===== config.mk =====
export PLATFORM = sky130hd
export DESIGN_NAME = sort_controller
export DESIGN_NICKNAME = d
export VERILOG_FILES = /design/src/rtl/sort_pkg.sv /design/src/rtl/sort_cmp_swap.sv /design/src/rtl/sort_controller.sv
export SDC_FILE = /design/constraint.sdc
export NUM_CORES = 1
export LEC_CHECK = 0
export ABC_CLOCK_PERIOD_IN_PS = 17720
export CAP_MARGIN = 20
export CORE_MARGIN = 5
export CORE_UTILIZATION = 52
export DETAILED_ROUTE_END_ITERATION = 12
export MAX_ROUTING_LAYER = met4
export PLACE_DENSITY = 0.7
export REMOVE_ABC_BUFFERS = 1
export SKIP_CTS_REPAIR_TIMING = 1
export SLEW_MARGIN = 15
export SYNTH_ARGS = -nofsm -noshare
export SYNTH_HDL_FRONTEND = slang
export SYNTH_SLANG_ARGS = --single-unit

===== constraint.sdc =====
create_clock -name clock -period 17.72 [get_ports clock]
set_input_delay 5.316 -clock clock [delete_from_list [all_inputs] [get_ports clock]]
set_output_delay 5.316 -clock clock [all_outputs]
set_load 0.01 [all_outputs]

===== src/rtl/sort_pkg.sv =====
`default_nettype none
// ============================================================================
// Module   : sort_pkg
// Purpose  : Shared state encoding, register map and bit positions for the
//            sort_controller Avalon-MM peripheral.
// Revision : 1.0
// ============================================================================
package sort_pkg;

    typedef enum logic [1:0] {
        IDLE     = 2'd0,
        COMPARE  = 2'd1,
        PASS_END = 2'd2
    } sort_state_t;

    localparam int c_REG_CTRL   = 0;
    localparam int c_REG_STATUS = 1;
    localparam int c_REG_SWAPS  = 2;

    localparam int c_CTRL_START    = 0;
    localparam int c_CTRL_DONE_CLR = 1;

    localparam int c_STAT_BUSY = 0;
    localparam int c_STAT_DONE = 1;
    localparam int c_STAT_IRQ  = 2;

    localparam int c_SWAPS_W = 16;

endpackage
`default_nettype wire


===== src/rtl/sort_cmp_swap.sv =====
`default_nettype none
// ============================================================================
// Module   : sort_cmp_swap
// Purpose  : Unsigned compare of two words; returns them ordered plus a flag
//            saying whether they had to be exchanged.
// Revision : 1.0
// ============================================================================
module sort_cmp_swap #(
    parameter int W = 32
) (
    input  logic [W-1:0] i_a,
    input  logic [W-1:0] i_b,
    output logic [W-1:0] o_lo,
    output logic [W-1:0] o_hi,
    output logic         o_swap
);

    // Strict greater-than keeps equal keys in place, so the sort is stable.
    assign o_swap = (i_a > i_b);
    assign o_lo   = o_swap ? i_b : i_a;
    assign o_hi   = o_swap ? i_a : i_b;

endmodule
`default_nettype wire


===== src/rtl/sort_controller.sv =====
`default_nettype none
// ============================================================================
// Module   : sort_controller
// Purpose  : Avalon-MM slave owning a DEPTH-word buffer and running an
//            in-place bubble sort over it. Macro SORT_IRQ_EN adds an irq output.
// Revision : 1.0
// ============================================================================
module sort_controller
    import sort_pkg::*;
#(
    parameter int DEPTH = 8,
    parameter int W     = 32,
    parameter int AW    = $clog2(DEPTH) + 1
) (
    input  logic          clock,
    input  logic          reset,
    input  logic          chipselect,
    input  logic          read,
    input  logic          write,
    input  logic [AW-1:0] address,
    input  logic [31:0]   writedata,
    output logic [31:0]   readdata,
    output logic          busy,
    output logic          done
`ifdef SORT_IRQ_EN
   ,output logic          irq
`endif
);

    localparam int c_IW = $clog2(DEPTH);

    logic [W-1:0]         r_buf [DEPTH];
    sort_state_t          r_state;
    logic [c_IW-1:0]      r_idx;
    logic [c_IW-1:0]      r_pass;
    logic                 r_swapped;
    logic                 r_busy;
    logic                 r_done;
    logic [c_SWAPS_W-1:0] r_swaps;
    logic [31:0]          r_rdata;

    logic [c_IW-1:0] w_off;
    logic            w_reg_sel;
    logic            w_wr;
    logic            w_ctrl_wr;
    logic            w_start;
    logic            w_dclr;
    logic            w_go;
    logic [c_IW-1:0] w_idx_hi;
    logic [c_IW-1:0] w_pass_next;
    logic            w_last_pair;
    logic            w_finish;
    logic [W-1:0]    w_lo;
    logic [W-1:0]    w_hi;
    logic            w_swap;
    logic            w_irq;
    logic [31:0]     w_rd_mux;

    assign w_off       = address[AW-2:0];
    assign w_reg_sel   = address[AW-1];
    assign w_wr        = chipselect & write;
    assign w_ctrl_wr   = w_wr & w_reg_sel & (int'(w_off) == c_REG_CTRL);
    assign w_start     = w_ctrl_wr & writedata[c_CTRL_START];
    assign w_dclr      = w_ctrl_wr & writedata[c_CTRL_DONE_CLR];
    assign w_go        = w_start & (r_state == IDLE);
    assign w_idx_hi    = r_idx + c_IW'(1);
    assign w_pass_next = r_pass + c_IW'(1);
    assign w_last_pair = (r_idx == c_IW'(DEPTH - 2));
    // The final pass is the one that saw no swap, or the (DEPTH-1)th pass.
    assign w_finish    = (r_state == PASS_END) &&
                         (!r_swapped || (w_pass_next == c_IW'(DEPTH - 1)));

    sort_cmp_swap #(.W(W)) u_cmp_swap (
        .i_a    (r_buf[r_idx]),
        .i_b    (r_buf[w_idx_hi]),
        .o_lo   (w_lo),
        .o_hi   (w_hi),
        .o_swap (w_swap)
    );

    always_ff @(posedge clock or posedge reset) begin
        if (reset) begin
            r_state   <= IDLE;
            r_idx     <= '0;
            r_pass    <= '0;
            r_swapped <= 1'b0;
            r_busy    <= 1'b0;
            r_done    <= 1'b0;
            r_swaps   <= '0;
            for (int i = 0; i < DEPTH; i++) begin
                r_buf[i] <= '0;
            end
        end else begin
            if (w_dclr) begin
                r_done <= 1'b0;
            end
            case (r_state)
                IDLE: begin
                    if (w_go) begin
                        r_state   <= COMPARE;
                        r_busy    <= 1'b1;
                        r_done    <= 1'b0;
                        r_swaps   <= '0;
                        r_pass    <= '0;
                        r_idx     <= '0;
                        r_swapped <= 1'b0;
                    end else if (w_wr && !w_reg_sel) begin
                        r_buf[w_off] <= writedata[W-1:0];
                    end
                end
                COMPARE: begin
                    if (w_swap) begin
                        r_buf[r_idx]    <= w_lo;
                        r_buf[w_idx_hi] <= w_hi;
                        r_swapped       <= 1'b1;
                        if (r_swaps != '1) begin
                            r_swaps <= r_swaps + c_SWAPS_W'(1);
                        end
                    end
                    if (w_last_pair) begin
                        r_state <= PASS_END;
                    end else begin
                        r_idx <= w_idx_hi;
                    end
                end
                PASS_END: begin
                    r_pass <= w_pass_next;
                    if (w_finish) begin
                        r_done  <= 1'b1;
                        r_busy  <= 1'b0;
                        r_state <= IDLE;
                    end else begin
                        r_swapped <= 1'b0;
                        r_idx     <= '0;
                        r_state   <= COMPARE;
                    end
                end
                default: r_state <= IDLE;
            endcase
        end
    end

`ifdef SORT_IRQ_EN
    logic r_irq;

    always_ff @(posedge clock or posedge reset) begin
        if (reset) begin
            r_irq <= 1'b0;
        end else if (w_finish) begin
            r_irq <= 1'b1;
        end else if (w_go || w_dclr) begin
            r_irq <= 1'b0;
        end
    end

    assign w_irq = r_irq;
    assign irq   = r_irq;
`else
    assign w_irq = 1'b0;
`endif

    always_comb begin
        w_rd_mux = '0;
        if (!w_reg_sel) begin
            w_rd_mux = 32'(r_buf[w_off]);
        end else if (int'(w_off) == c_REG_STATUS) begin
            w_rd_mux[c_STAT_BUSY] = r_busy;
            w_rd_mux[c_STAT_DONE] = r_done;
            w_rd_mux[c_STAT_IRQ]  = w_irq;
        end else if (int'(w_off) == c_REG_SWAPS) begin
            w_rd_mux = 32'(r_swaps);
        end
    end

    always_ff @(posedge clock or posedge reset) begin
        if (reset) begin
            r_rdata <= '0;
        end else if (chipselect && read) begin
            r_rdata <= w_rd_mux;
        end
    end

    assign readdata = r_rdata;
    assign busy     = r_busy;
    assign done     = r_done;

endmodule
`default_nettype wire


### After elaboration in Yosys (flattened, before gate mapping)

Cells that the tools add are included.

* magnitude comparators: 7
* muxes and demuxes: 52
* bitwise operators: 9
* reductions and logical operators: 21
* eq/ne operators: 16
* add/subtract/negate cells: 3

Operators with widths (number)
* bitwise mux 256 bit: 3
* 2-to-1 mux 256 bit: 3
* case mux 256 bit (2 select lines): 1
* 2-to-1 mux 32 bit: 12
* binary-select mux 32 bit (select 3 bit): 3
* demux 32 bit (select 3 bit): 3
* 2-to-1 mux 16 bit: 4
* greater-than comparator 32 bit: 1
* case mux 16 bit (2 select lines): 1
* 2-to-1 mux 29 bit: 1
* adder 16 x 1 -> 16 bit, second input constant: 1
* inequality test 16 bit, second input constant: 1
* AND reduction 4 bit: 4
* inequality test 2 bit, second input constant: 7
* >= comparator 4 bit, second input constant: 3
* < comparator 4 x 1 -> 1 bit, second input constant: 3
* 2-to-1 mux 3 bit: 4
* NOT 3 -> 4 bit: 3
* == test 3 bit, second input constant: 3
* 2-to-1 mux 1 bit: 9
* case mux 3 bit (3 select lines): 1
* adder 3 x 1 -> 3 bit, second input constant: 2
* bitwise AND 1 bit: 6
* logical AND 1 bit: 6
* 17 further kinds: 23

* input bits: 41
* bits in registers: 315
* word-level logic and storage cells: 124

### Longest topological paths before layout

* depth in word-level cells: 11
* depth in mapped cells: 22
* mapped depth without buffers: 16

### Cells and area by module

Synthesis repeated with hierarchy kept, for this count alone.

* cells, all modules: 2840
* area, all modules: 26090.0 µm²

Modules (own cells, without submodules)
* sort_controller: area an instance 24242.0 µm², sequential area each 7882.6 µm², cells an instance 2654, instances 1
* sort_cmp_swap: area an instance 1848.0 µm², sequential area each 0.0 µm², cells an instance 186, instances 1

### Worst setup path before layout

Ideal clock, no wire load.

* path type: input to register
* from: input address[0]
* to: register r_rdata[17], in the netlist readdata[17]
* path slack: 10444 ps
* cell stages on the path: 6
* arrival: 7143 ps
* path buffers: 3
* library setup time: 133 ps
* cell sequence: clkbuf_1 -> buf_1 -> buf_2 -> mux4_2 -> mux2i_1 -> o21ai_0

* cells in the longest elaborated chain, start to end: 5

Ends and longest elaborated chain
* from (decl): line sort_controller.sv:20 `input logic [AW-1:0] address,`
* NOT 3 -> 4 bit (implied by the code): line sort_controller.sv:165 `w_rd_mux = 32'(r_buf[w_off]);`
* binary-select mux 32 bit (select 3 bit): line sort_controller.sv:165
* 2-to-1 mux 32 bit (implied by the code) (2 in a row): line sort_controller.sv:165
* 2-to-1 mux 32 bit: line sort_controller.sv:164 `if (!w_reg_sel) begin`
* to (signal assigned): line sort_controller.sv:179 `r_rdata <= w_rd_mux;`
* to (decl): line sort_controller.sv:40 `logic [31:0] r_rdata;`

Every way passes these cells. The select of a mux whose other input is x is not followed.
A chain may end at the register's enable or synchronous reset.

### Worst setup path in the final report

* from: register r_idx[0]
* to: register r_buf[63] (netlist bit)

* cells in the longest elaborated chain, start to end: 11
* elaborated cells between the ends (all ways): 28
* those cells by class: add/sub (1); order compare (5); eq/ne (1); mux (16); bitwise (2); reduce/logical (3)

Ends and longest elaborated chain
* from (decl): line sort_controller.sv:34 `logic [c_IW-1:0] r_idx;`
* from (signal assigned): line sort_controller.sv:123 `r_idx <= w_idx_hi;`
* adder 3 x 1 -> 3 bit: line sort_controller.sv:66 `assign w_idx_hi = r_idx + c_IW'(1);`
* NOT 3 -> 4 bit (implied by the code): line sort_controller.sv:75, sort_controller.sv:114
* binary-select mux 32 bit (select 3 bit): line sort_controller.sv:75 `.i_b (r_buf[w_idx_hi]),`
* 2-to-1 mux 32 bit (implied by the code) (2 in a row): line sort_controller.sv:75
* greater-than comparator 32 bit: line sort_cmp_swap.sv:19 `assign o_swap = (i_a > i_b);`
* 2-to-1 mux 32 bit: line sort_cmp_swap.sv:20 `assign o_lo = o_swap ? i_b : i_a;`
* bitwise mux 256 bit: line sort_controller.sv:113 `r_buf[r_idx] <= w_lo;`
* bitwise mux 256 bit: line sort_controller.sv:114 `r_buf[w_idx_hi] <= w_hi;`
* 2-to-1 mux 256 bit: line sort_controller.sv:112 `if (w_swap) begin`
* case mux 256 bit (2 select lines): line sort_controller.sv:97 `case (r_state)`
* to (signal, indexed assignment): line sort_controller.sv:108 `r_buf[w_off] <= writedata[W-1:0];`
* to (signal, indexed assignment): line sort_controller.sv:113
* to (signal, indexed assignment): line sort_controller.sv:114
* to (decl): line sort_controller.sv:32 `logic [W-1:0] r_buf [DEPTH];`

Several ways; a longest one is shown, not always the timed one. The select of a mux whose other input is x is not followed.

==> flow_summary.ini <==
[placed_design]
dpl.hpwl_um = 47400
placed_area_um2 = 22700
io_buffer_count = 74
place_congestion = 0.921

[layout]
layout-drive-gt1-share = 0.112
num_antenna_cells = 0
fin_util = 0.577
design_area_um2 = 24000
nets = 2277
syn_to_final_growth_pct = 10.4

[floorplan]
die_w_um = 215
ioPinCount = 75
dieArea_um2 = 46100
dieHeight_um = 215
core.rowCount = 75
core_um2 = 41700
start_util = 0.523

[detailed_routing]
highest_layer = met4
avgViaCountPerCell = 8.11
vias = 22428
wl_met2_um = 36800
ant_nets = 0
wl_met3_um = 13200
wirelength_um = 88900
wl_met1_um = 32500
wl_per_cell_um = 32.1
drt_iter0_markers = 4455
drc = 0
dr.pass1.iters = 12

[critical_path]
arrival_ps = 8870
cp-end-kind = register
cpPeakStageDelay_ps = 960
slowest_stage = buf_4
critPathTopFamily = compound AO/OA/AOI/OAI gates
path_cells = inv_2, ha_1, nand2_1, nor2_4, buf_4, a22oi_1, nand4_1, inv_1, ha_1, a21oi_1, o21ai_0, a222oi_1, a21oi_1, nor2_4, buf_4, mux2i_1, o221ai_1, a22o_1
timing.rr.start = r_idx[0]
startpoint = r_idx[0]
worstPathRequired_ps = 18180
worst-path-max-fanout = 50
path_buf_inv = 4
setup.worst_path.start_class = register
setup.worst_path.class = register to register

[timing]
worstMarginPinSlew_ps = 1240
rsz0062_at_grt = no
tns_ps = 0
setup_violations = 0
final-hold-violation-count = 0
skew_ps = 31.4
drv_slew = 0
hold_ws_ps = 475
timing.final.crit_period_ps = 8410
max_freq_mhz = 119
slew_headroom = 0.171
period_share = 0.475

[synthesis]
synth-xor-area-share = 0.00190
ys_ff_latch = 315
synth_compound_area_frac = 0.335
synth-simple-area-share = 0.113
yosys_warnings = 0
synth_top_family_by_area = compound AO/OA/AOI/OAI gates
yosys-mux-area-fraction = 0.111
synth_ff_type = dfrtp_1
synth_edf_count = 0
ys_async_sr_fraction = 1.00
avgSynthCellArea_um2 = 9.59
yosysUniqueCellTypes = 61
ys_seq_area_frac = 0.362
synthAdderAreaFrac = 0.0213
synth_area_um2 = 21800
syn_inst = 2271

[clock_tree]
cts_tree = done
cts_buffer_depth = 3
cts_made_buffers = 37
clkSinkCount = 315
ctsHtreeMaxLevel = 2
cts-root-buf = clkbuf_16
insertion_delay_ps = 580
clkTransAtPathRegs_ps = 60

[global_routing]
grt_pass1_vias = 21940
grt_pass1_wl_um = 135000
grt_util_all_layers = 0.383
grt_antenna_before_repair = 0
grt_max_degree = 105
overflow = 0

[outcome]
outcome = completed

[job]
cap_violations = 0

[hold_path]
hold_start = readdata[14]
hp-class = register to register
## kinds of logic (layout without fill, tap and decap cells)
| group | Yosys count | count (layout) |
|---|---|---|
| mux | 150 | 150 |
| flops | 315 | 315 |
| buf+inv | 287 | 242 |
| fa+ha+maj | 37 | 37 |
| simple gates | 556 | 556 |
| compound gates | 923 | 923 |
| xor+xnor | 3 | 3 |
## state kept, by name, summed over array words and instances (netlist names)
register	cells
r_pass	3
r_swapped	1
r_state	2
done	1
r_buf	256
readdata	32
r_swaps	16
r_idx	3
busy	1
## path summary, 6_finish.rpt
check	end	slack [ps]	cells after the start
setup reg to reg	r_buf[63]	9310	18
min in group asynchronous	readdata[10]	5300	2
hold reg to reg	readdata[14]	480	2
max in group asynchronous	r_buf[17]	10060	4
hold / removal	readdata[14]	480	2
setup / recovery	r_buf[63]	9310	18
## tightest hold or removal path, stage by stage (launching register included)
cell     delay, ps
dfrtp_1        340
nand2_1         40
o21ai_0         60
## layer usage
metal / vias up / GRT usage
met5: - / -
met1: 10729 / 0.494
met2: 2108 / 0.538
met4: 0 / 0.212
met3: 594 / 0.117
li1: 8997 / -
## cells in the mapped netlist (3+ instances only)
library cell | instances | area share
a311o_1 | 8 | 0.0037
a211oi_1 | 3 | 0.0010
inv_1 | 45 | 0.0078
mux2i_1 | 60 | 0.028
ha_1 | 37 | 0.021
a221oi_1 | 9 | 0.0036
o221ai_1 | 248 | 0.10
buf_4 | 7 | 0.0024
a22oi_1 | 256 | 0.088
nand3_1 | 15 | 0.0034
o22ai_1 | 3 | 0.00086
dfrtp_1 | 315 | 0.36
mux4_2 | 64 | 0.066
buf_2 | 73 | 0.017
nor2_1 | 305 | 0.053
or3_1 | 9 | 0.0026
clkbuf_1 | 151 | 0.026
nand2b_1 | 6 | 0.0017
mux2i_2 | 23 | 0.015
or4_1 | 5 | 0.0017
a22o_1 | 248 | 0.10
nand4_1 | 71 | 0.020
a21oi_1 | 63 | 0.014
and3_1 | 7 | 0.0020
nor3_1 | 8 | 0.0018
nor2b_1 | 8 | 0.0023
o21ai_0 | 54 | 0.012
and2_1 | 3 | 0.00086
o31ai_1 | 13 | 0.0045
nand2_1 | 104 | 0.018
nor3_2 | 4 | 0.0018
buf_1 | 6 | 0.0010
a31oi_1 | 4 | 0.0011
## metrics by stage
step,setup slack [ps],std cells
floorplan,3690,2031
global placement,9350,2697
detailed placement,9300,2698
CTS,9610,2764
global route,8920,2765
finish,9310,2765
## cell type report
type | instances | area [µm²]
Tap cell | 539 | 674
Fill cell | 3610 | 17600
Timing Repair Buffer | 129 | 1180
Clock buffer | 57 | 1170
Clock inverter | 9 | 130
Multi-Input combinational cell | 1669 | 12800
Inverter | 47 | 184
Sequential cell | 315 | 7880
## layout by cell type (no fill, tap or decap), drive strengths merged, types with 4 or more instances in the layout
| cell type | n |
|---|---|
| a22o | 248 |
| and3 | 7 |
| inv | 48 |
| clkinv | 4 |
| nand3 | 15 |
| o221ai | 248 |
| nor2b | 8 |
| nand2 | 104 |
| nor2 | 308 |
| ha | 37 |
| dfrtp | 315 |
| clkdlybuf4s50 | 72 |
| a21oi | 63 |
| or4 | 5 |
| a221oi | 9 |
| a31oi | 5 |
| or3 | 9 |
| nand2b | 6 |
| clkbuf | 57 |
| a22oi | 256 |
| buf | 57 |
| mux2i | 85 |
| a311o | 8 |
| nor3 | 12 |
| o21ai | 56 |
| nand4 | 72 |
| o31ai | 13 |
| mux4 | 64 |
Power is not shown: default switching activity piles up to over one toggle a cycle in this logic, so the estimate is an artifact.
